File: src/rtl/operand_sequencer_if.sv
// Nibble-stream and adder-operand bundle for operand_sequencer.
// slave = the sequencer, master = its environment (upstream, adder, downstream).
interface operand_sequencer_if;
  logic        in_valid;
  logic        in_ready;
  logic [3:0]  in_nib;
  logic [15:0] op_a;
  logic [15:0] op_b;
  logic [15:0] sum;
  logic        out_valid;
  logic        out_ready;
  logic [3:0]  out_nib;
  logic        out_last;
  logic        ovf;

  modport slave (
    input  in_valid, in_nib, sum, out_ready,
    output in_ready, op_a, op_b, out_valid, out_nib, out_last, ovf
  );

  modport master (
    output in_valid, in_nib, sum, out_ready,
    input  in_ready, op_a, op_b, out_valid, out_nib, out_last, ovf
  );
endinterface

File: src/rtl/operand_sequencer.sv
// Nibble-serial operand loader / result streamer around a 16-bit combinational adder.
// Optional carry-out reporting is enabled by defining OPSEQ_OVF_EN.
module operand_sequencer #(
  parameter int unsigned ADD_WAIT = 1
) (
  input  logic                 clk,
  input  logic                 nrst,
  operand_sequencer_if.slave   bus
);
  typedef enum logic [1:0] {LOAD_A, LOAD_B, ADD, SEND} state_t;

  state_t      state_q, state_d;
  logic [1:0]  idx_q, idx_d;
  logic [3:0]  wcnt_q, wcnt_d;
  logic [15:0] op_a_q, op_a_d;
  logic [15:0] op_b_q, op_b_d;
  logic [15:0] res_q, res_d;
  logic        in_ready_q, in_ready_d;
`ifdef OPSEQ_OVF_EN
  logic        ovf_r_q, ovf_r_d;
`endif

  logic in_acc, out_acc;
  assign in_acc  = bus.in_valid & in_ready_q;
  assign out_acc = (state_q == SEND) & bus.out_ready;

  always_comb begin
    state_d = state_q;
    idx_d   = idx_q;
    wcnt_d  = wcnt_q;
    op_a_d  = op_a_q;
    op_b_d  = op_b_q;
    res_d   = res_q;
`ifdef OPSEQ_OVF_EN
    ovf_r_d = ovf_r_q;
`endif
    case (state_q)
      LOAD_A: if (in_acc) begin
        op_a_d[4*idx_q +: 4] = bus.in_nib;
        idx_d = idx_q + 2'd1;
        if (idx_q == 2'd3) state_d = LOAD_B;
      end
      LOAD_B: if (in_acc) begin
        op_b_d[4*idx_q +: 4] = bus.in_nib;
        idx_d = idx_q + 2'd1;
        if (idx_q == 2'd3) begin
          state_d = ADD;
          wcnt_d  = 4'd0;
        end
      end
      ADD: begin
        wcnt_d = wcnt_q + 4'd1;
        if (wcnt_q == 4'(ADD_WAIT - 1)) begin
          res_d   = bus.sum;
`ifdef OPSEQ_OVF_EN
          // a wrapped unsigned sum is smaller than either addend
          ovf_r_d = (bus.sum < op_a_q);
`endif
          state_d = SEND;
          idx_d   = 2'd0;
        end
      end
      SEND: if (out_acc) begin
        idx_d = idx_q + 2'd1;
        if (idx_q == 2'd3) state_d = LOAD_A;
      end
      default: state_d = LOAD_A;
    endcase
    // registered so it stays low for the first cycle out of reset
    in_ready_d = (state_d == LOAD_A) || (state_d == LOAD_B);
  end

  always_ff @(posedge clk or negedge nrst) begin
    if (!nrst) begin
      state_q    <= LOAD_A;
      idx_q      <= 2'd0;
      wcnt_q     <= 4'd0;
      op_a_q     <= 16'h0;
      op_b_q     <= 16'h0;
      res_q      <= 16'h0;
      in_ready_q <= 1'b0;
`ifdef OPSEQ_OVF_EN
      ovf_r_q    <= 1'b0;
`endif
    end else begin
      state_q    <= state_d;
      idx_q      <= idx_d;
      wcnt_q     <= wcnt_d;
      op_a_q     <= op_a_d;
      op_b_q     <= op_b_d;
      res_q      <= res_d;
      in_ready_q <= in_ready_d;
`ifdef OPSEQ_OVF_EN
      ovf_r_q    <= ovf_r_d;
`endif
    end
  end

  assign bus.in_ready  = in_ready_q;
  assign bus.op_a      = op_a_q;
  assign bus.op_b      = op_b_q;
  assign bus.out_valid = (state_q == SEND);
  assign bus.out_nib   = (state_q == SEND) ? res_q[4*idx_q +: 4] : 4'h0;
  assign bus.out_last  = (state_q == SEND) && (idx_q == 2'd3);
`ifdef OPSEQ_OVF_EN
  assign bus.ovf       = (state_q == SEND) & ovf_r_q;
`else
  assign bus.ovf       = 1'b0;
`endif
endmodule

File: src/flat_wrapper.sv
// flat-port wrapper written by rule: the top's interface ports become plain ports
module operand_sequencer_flat 
#(
  parameter int unsigned ADD_WAIT = 1
)
  (clk, nrst, bus_in_valid, bus_in_nib, bus_sum, bus_out_ready, bus_in_ready, bus_op_a, bus_op_b, bus_out_valid, bus_out_nib, bus_out_last, bus_ovf);
  operand_sequencer_if bus_i ();
  input  logic clk;
  input  logic nrst;
  input wire logic [$bits(bus_i.in_valid)-1:0] bus_in_valid;
  input wire logic [$bits(bus_i.in_nib)-1:0] bus_in_nib;
  input wire logic [$bits(bus_i.sum)-1:0] bus_sum;
  input wire logic [$bits(bus_i.out_ready)-1:0] bus_out_ready;
  output wire logic [$bits(bus_i.in_ready)-1:0] bus_in_ready;
  output wire logic [$bits(bus_i.op_a)-1:0] bus_op_a;
  output wire logic [$bits(bus_i.op_b)-1:0] bus_op_b;
  output wire logic [$bits(bus_i.out_valid)-1:0] bus_out_valid;
  output wire logic [$bits(bus_i.out_nib)-1:0] bus_out_nib;
  output wire logic [$bits(bus_i.out_last)-1:0] bus_out_last;
  output wire logic [$bits(bus_i.ovf)-1:0] bus_ovf;
  assign bus_i.in_valid = bus_in_valid;
  assign bus_i.in_nib = bus_in_nib;
  assign bus_i.sum = bus_sum;
  assign bus_i.out_ready = bus_out_ready;
  assign bus_in_ready = bus_i.in_ready;
  assign bus_op_a = bus_i.op_a;
  assign bus_op_b = bus_i.op_b;
  assign bus_out_valid = bus_i.out_valid;
  assign bus_out_nib = bus_i.out_nib;
  assign bus_out_last = bus_i.out_last;
  assign bus_ovf = bus_i.ovf;
  operand_sequencer #(.ADD_WAIT(ADD_WAIT)) u_core (.clk(clk), .nrst(nrst), .bus(bus_i));
endmodule
File: config.mk
export PLATFORM = sky130hd
export DESIGN_NAME = operand_sequencer_flat
export DESIGN_NICKNAME = d
export VERILOG_FILES = /design/src/rtl/operand_sequencer_if.sv /design/src/rtl/operand_sequencer.sv /design/src/flat_wrapper.sv
export SDC_FILE = /design/constraint.sdc
export NUM_CORES = 1
export LEC_CHECK = 0
export CORE_MARGIN = 10
export CORE_UTILIZATION = 53
export DETAILED_ROUTE_END_ITERATION = 10
export PLACE_DENSITY = 0.89
export REMOVE_ABC_BUFFERS = 1
export SLEW_MARGIN = 20
export SYNTH_ARGS = -nofsm -noshare
export SYNTH_HDL_FRONTEND = slang
export SYNTH_SLANG_ARGS = --single-unit
export TNS_END_PERCENT = 30
File: constraint.sdc
create_clock -name clk -period 5.02 [get_ports clk]
set_input_delay 1.004 -clock clk [delete_from_list [all_inputs] [get_ports clk]]
set_output_delay 1.004 -clock clk [all_outputs]
set_load 0.02 [all_outputs]
==> results.py, run 1 <==
metrics = {
    "floorplan": {
        "start_util_pct": 55.2,
        "dieHeight_um": 90.6,
        "pin_count": 64,
        "core-area_mm2": 0.00479,
        "die_area_mm2": 0.00820,
        "die_w_um": 90.6,
        "rows": 25,
    },
    "cells_and_area": {
        "n_fill_cell": 354,
        "area_delta_synth_final_pct": 33.7,
        "final_layout_size_suffix_gt1_share_pct": 14.3,
        "antenna-diode-count": 0,
        "fin_nets": 338,
    },
    "clocking": {
        "cts_made_buffers": 9,
        "clockBufferDepth": 2,
        "clkSinkCount": 57,
        "cts-root-buf": "clkbuf_8",
        "clk-insertion-delay-late_ns": 0.34,
        "cts_tree": "done",
        "cts_hold_buf": 0,
        "cts_resized": 0,
        "clk_pin_slew_ns": 0.06,
        "post_cts_buffers": 0,
        "htree_levels": 3,
    },
    "grt": {
        "gr-total-overflow": 0,
        "grt_antenna_before_repair": 0,
        "grt_pass1_wl_mm": 10.1,
        "grt_max_degree": 58,
        "grt_pass1_vias": 2055,
        "grt_use_total_pct": 15.3,
    },
    "critical_path": {
        "crit_type": "flip-flop to primary output",
        "cp-start-kind": "flip-flop",
        "r2r_setup_slack_ns": 2.90,
        "worst_ep_arrival_time_ns": 2.33,
        "worstPathRequired_ns": 4.02,
        "cp_max_fo": 13,
        "cp-end-kind": "primary output",
    },
    "pwr": {
        "power_density_mw_per_mm2": 530,
        "cellInternalPower_mw": 1.25,
        "clkPwrFrac_pct": 27.9,
        "ir_worst_vdd_v": 0.000300,
        "combPwrFrac_pct": 34.8,
        "swShare_pct": 33.1,
        "power_frac_seq_pct": 37.3,
        "static-leakage-power_nw": 1.57,
        "power_switching_mw": 0.620,
    },
    "detailed_routing": {
        "drt-pass1-iter-count": 4,
        "avgRoutedWirePerCell_um": 15.8,
        "drc_errors": 0,
        "drt_wl_total_mm": 5.94,
        "drtIter0Drc": 120,
        "ant_nets": 0,
        "via_count": 2027,
        "vias_per_cell": 5.41,
    },
    "logic_synthesis": {
        "ys_top_cells_by_area": "dfrtp_1, nand2_1, mux2_2, o21ai_0, ha_1",
        "syn_area_per_cell_um2": 11.1,
        "synthDominantCellAreaShare_pct": 54.0,
        "syn-instance-count": 238,
        "yosys_warnings": 0,
        "synth-edff-count": 0,
        "synth_top_area_cell": "dfrtp_1",
        "synthFlopType": "dfrtp_1",
        "ys_seq_area_share_pct": 54.0,
        "async_flop_share_pct": 100,
        "ys_seq_elements": 57,
        "synthesis.area_mm2": 0.00264,
        "synth_cell_type_count": 41,
    },
    "status": {
        "status": "finished clean",
    },
    "timing": {
        "hold_viol": 0,
        "rsz0062_at_grt": "no",
        "skew_ns": 0.00432,
        "fin_crit_ns": 3.33,
        "maxSlewViolCount": 0,
        "setup_violations": 0,
        "finalSetupTns_ns": 0,
        "fmax_mhz": 300,
        "slew_headroom_pct": 52.9,
        "period_share_pct": 66.4,
        "whs_ns": 0.476,
        "worstMarginPinSlew_ns": 0.707,
    },
    "flow_run": {
        "max_cap_viol_count": 0,
    },
    "worst_hold_path": {
        "hold_class": "flip-flop to flip-flop",
    },
    "placement": {
        "hpwl_mm": 4.40,
        "port_buffers": 62,
        "gp_congestion": 0.843,
    },
}
## cells in the mapped netlist, types with 2 or more instances
cell type / number
dfrtp_1: 57
nand2_1: 51
o21ai_0: 34
mux2_2: 16
ha_1: 11
inv_1: 9
nand4_1: 8
and2_1: 5
mux4_2: 4
clkbuf_1: 3
a21boi_0: 2
a31oi_1: 2
buf_2: 2
buf_4: 2
buf_6: 2
nor2b_1: 2
nor3b_1: 2
o2111ai_1: 2
o221ai_1: 2
## routing by layer
metal | vias up | share of wire [%] | global-route usage [%]
li1 | 970 | - | -
met4 | 0 | 2.2 | 8.49
met2 | 76 | 46 | 23.3
met1 | 967 | 43 | 17.5
met5 | - | 0 | 0
met3 | 14 | 8.7 | 6.82
## worst max-delay path: stages (launching register included)
cell and delay, ns:
dfrtp_1 0.71, mux4_2 0.57, and2_1 0.17, clkdlybuf4s50_1 0.54
## layout by cell type (no fill, tap or decap), types with 3 or more instances in the layout
master and count:
clkdlybuf4s50_1 61, o21ai_0 34, clkinv_2 3, nand2_1 51, mux2_2 16, ha_1 11, bufinv_16 3, inv_1 9
dfrtp_1 57, clkbuf_8 10, mux4_2 4, and2_1 5, nand4_1 8
## power by group through the flow
stage	registers [mW]	clock network (mW)	logic, mW
floorplan	0.771	0	0.314
global placement	0.700	0	0.636
detailed placement	0.708	0	0.654
CTS	0.701	0.530	0.656
global route	0.721	0.554	0.715
finish	0.698	0.522	0.651
## flip-flops by register name, indices dropped and copies added (netlist names)
register	flops
u_core.bus.op_a	16
u_core.res_q	16
u_core.wcnt_q	4
u_core.bus.op_b	16
u_core.state_q	2
u_core.idx_q	2
u_core.bus.in_ready	1
## stage by stage
| stage | util, % | total power, mW | area (um^2) | setup WS [ns] | instances |
|---|---|---|---|---|---|
| after floorplan | - | 1.09 | 2580 | 2.67 | 229 |
| after global placement | 68.7 | 1.34 | 3290 | 2.09 | 359 |
| after detailed placement | 68.7 | 1.36 | 3290 | 2.04 | 359 |
| after CTS | 73.8 | 1.89 | 3530 | 1.65 | 375 |
| after global routing | 73.8 | 1.99 | 3530 | 1.55 | 375 |
| final | 73.8 | 1.87 | 3530 | 1.69 | 375 |
## path summary, 6_finish.rpt
check	startpoint	end	depth (start not counted)
setup / recovery	u_core.idx_q[0]	bus_out_nib[0]	3
hold / removal	u_core.bus.op_b[11]	u_core.bus.op_b[11]	2
setup reg to reg	u_core.idx_q[0]	u_core.bus.op_b[13]	5
hold reg to reg	u_core.bus.op_b[11]	u_core.bus.op_b[11]	2
max in group asynchronous	nrst	u_core.bus.op_b[3]	2
min in group asynchronous	nrst	u_core.bus.op_b[13]	2
## cell type report
type	instances	area, um^2	share of cell area, %
clock inverter	6	105	2.98
sequential	57	1430	40.4
inverter	9	33.8	0.957
clock buffer	10	138	3.90
timing repair buffer	63	623	17.6
multi-input combinational	163	1120	31.8
tap	67	83.8	2.37
## cell families after synthesis
logic type	count (synthesis)	synth area share [%]
buf+inv	18	3.51
compound gates	50	11.6
flops	57	54.0
fa+ha+maj	11	5.21
mux	22	11.2
simple gates	79	14.4
other cells	1	0.142
(Power assumes the default switching activity.)
==> inputs of run 2 (changes only) <==
--- a/config.mk
+++ b/config.mk
@@ -6,9 +6,9 @@
 export NUM_CORES = 1
 export LEC_CHECK = 0
 export CORE_MARGIN = 10
-export CORE_UTILIZATION = 53
+export CORE_UTILIZATION = 44
 export DETAILED_ROUTE_END_ITERATION = 10
-export PLACE_DENSITY = 0.89
+export PLACE_DENSITY = 0.79
 export REMOVE_ABC_BUFFERS = 1
 export SLEW_MARGIN = 20
 export SYNTH_ARGS = -nofsm -noshare
==> constraint.sdc (replaced) <==
create_clock -name clk -period 2.7 [get_ports clk]
set_input_delay 0.54 -clock clk [delete_from_list [all_inputs] [get_ports clk]]
set_output_delay 0.54 -clock clk [all_outputs]
set_load 0.02 [all_outputs]
==> results.py, run 2 (synthesis results as in run 1) <==
metrics = {
    "critical_path": {
        "crit_cells": 3,
        "cp-start-kind": "flip-flop",
        "slowest_delay_ns": 0.54,
        "worst_ep_arrival_time_ns": 1.99,
        "worstPathRequired_ns": 2.16,
        "cp-end-kind": "primary output",
        "path_cells": "mux4_2 -> and2_1 -> clkdlybuf4s50_1",
        "r2r_cells": 6,
        "crit_buf_inv": 1,
        "slowest_stage": "clkdlybuf4s50_1",
        "path_delay_family": "buffers and inverters",
        "cp_max_fo": 5,
        "crit_type": "flip-flop to primary output",
    },
    "cells_and_area": {
        "area_delta_synth_final_pct": 32.0,
        "final_layout_size_suffix_gt1_share_pct": 14.0,
        "multi_input_area_mm2": 0.00112,
        "n_fill_cell": 493,
        "final_cell_mix": "clkdlybuf4s50_1, dfrtp_1, nand2_1",
        "finish.instance_area_mm2": 0.00348,
        "antenna-diode-count": 0,
        "fin_nets": 341,
        "regArea_mm2": 0.00143,
        "layout_commonest_cell": "clkdlybuf4s50_1",
        "fin_util_pct": 59.2,
    },
    "timing": {
        "final.setup.worst_slack_ns": 0.167,
        "rsz0062_at_grt": "no",
        "finalSetupTns_ns": 0,
        "setup_violations": 0,
        "whs_ns": 0.234,
        "hold_viol": 0,
        "maxSlewViolCount": 0,
        "worstMarginPinSlew_ns": 0.630,
        "fin_crit_ns": 2.53,
        "fmax_mhz": 395,
        "skew_ns": 0.00510,
        "period_share_pct": 93.8,
        "slew_headroom_pct": 58.0,
    },
    "floorplan": {
        "die_w_um": 97.5,
        "dieHeight_um": 97.5,
        "die_area_mm2": 0.00950,
        "start_util_pct": 44.9,
        "core-area_mm2": 0.00589,
        "rows": 28,
        "pin_count": 64,
    },
    "clocking": {
        "htree_levels": 3,
        "clkSinkCount": 57,
        "post_cts_buffers": 0,
        "cts-root-buf": "clkbuf_8",
        "clockBufferDepth": 2,
        "cts_tree": "done",
        "cts_made_buffers": 9,
        "clk_pin_slew_ns": 0.06,
        "clk-insertion-delay-late_ns": 0.32,
    },
    "pwr": {
        "static-leakage-power_nw": 1.54,
        "ir_worst_vdd_v": 0.000518,
        "power_density_mw_per_mm2": 911,
    },
    "placement": {
        "hpwl_mm": 4.78,
        "place_ws_ns": 0.395,
        "placed_cell_area_mm2": 0.00333,
        "gp_congestion": 0.751,
        "port_buffers": 62,
    },
    "grt": {
        "gr-total-overflow": 0,
        "grt_max_degree": 31,
        "grt_antenna_before_repair": 0,
        "grt_pass1_wl_mm": 10.1,
        "grt_use_total_pct": 13.0,
        "grt_pass1_vias": 2069,
    },
    "worst_hold_path": {
        "hold_class": "input port to async pin",
    },
    "detailed_routing": {
        "drt_wl_total_mm": 6.14,
        "vias_per_cell": 5.29,
        "drtIter0Drc": 86,
        "avgRoutedWirePerCell_um": 16.0,
        "drc_errors": 0,
        "via_count": 2027,
        "drt-pass1-iter-count": 4,
        "ant_nets": 0,
    },
    "flow_run": {
        "max_cap_viol_count": 0,
    },
    "status": {
        "status": "finished clean",
    },
}
[run 2: cell types whose count changed in the layout (fill, tap and decap cells not counted), sizes merged]
| cell | change |
|---|---|
| clkbuf | +2 |
| clkinv | -2 |
| buf | +3 |
| bufinv | -3 |
[run 2: area by class of cell]
type                    instances  area share, %
multi-input cells             163           32.2
clock buffers                  12           4.17
well taps                      75           2.69
flip-flops and latches         57           41.0
repair buffers                 66           18.9
clock inverters                 1          0.144
inverters                       9          0.969
[run 2: worst paths after layout]
check                                   start             endpoint  slack, ns
setup / recovery              u_core.idx_q[0]       bus_out_nib[3]       0.17
hold / removal                           nrst   u_core.bus.op_a[5]       0.23
setup reg to reg              u_core.idx_q[0]  u_core.bus.op_b[10]       0.64
hold reg to reg            u_core.bus.op_a[9]   u_core.bus.op_a[9]       0.48
max in group asynchronous                nrst   u_core.bus.op_b[0]       1.89
min in group clk           u_core.bus.op_a[9]   u_core.bus.op_a[9]       0.48
[run 2: through the flow]
step | power [mW] | instances
after CTS | 3.21 | 383
after floorplan | 2.02 | 229
after global placement | 2.51 | 370
after detailed placement | 2.56 | 370
after global routing | 3.39 | 383
final | 3.17 | 383
[run 2: metal layers]
layer	GRT usage (%)	up-vias	wire length [um]
met5	0	-	0
met4	4.36	0	65
met3	4.91	8	367
met2	21.3	58	3080
met1	15.1	989	2630
li1	-	972	-
[run 2: report_power, final]
part / internal [mW] / switching [mW] / leakage [nW]
logic: 0.600 / 0.648 / 0.695
clock network: 0.341 / 0.301 / 0.0782
registers: 1.11 / 0.175 / 0.768
[run 2: timing repair]
item | in CTS | in global routing
resized for setup | 0 | 1
hold buffers | 0 | 0
setup endpoints to repair | 0 | 5
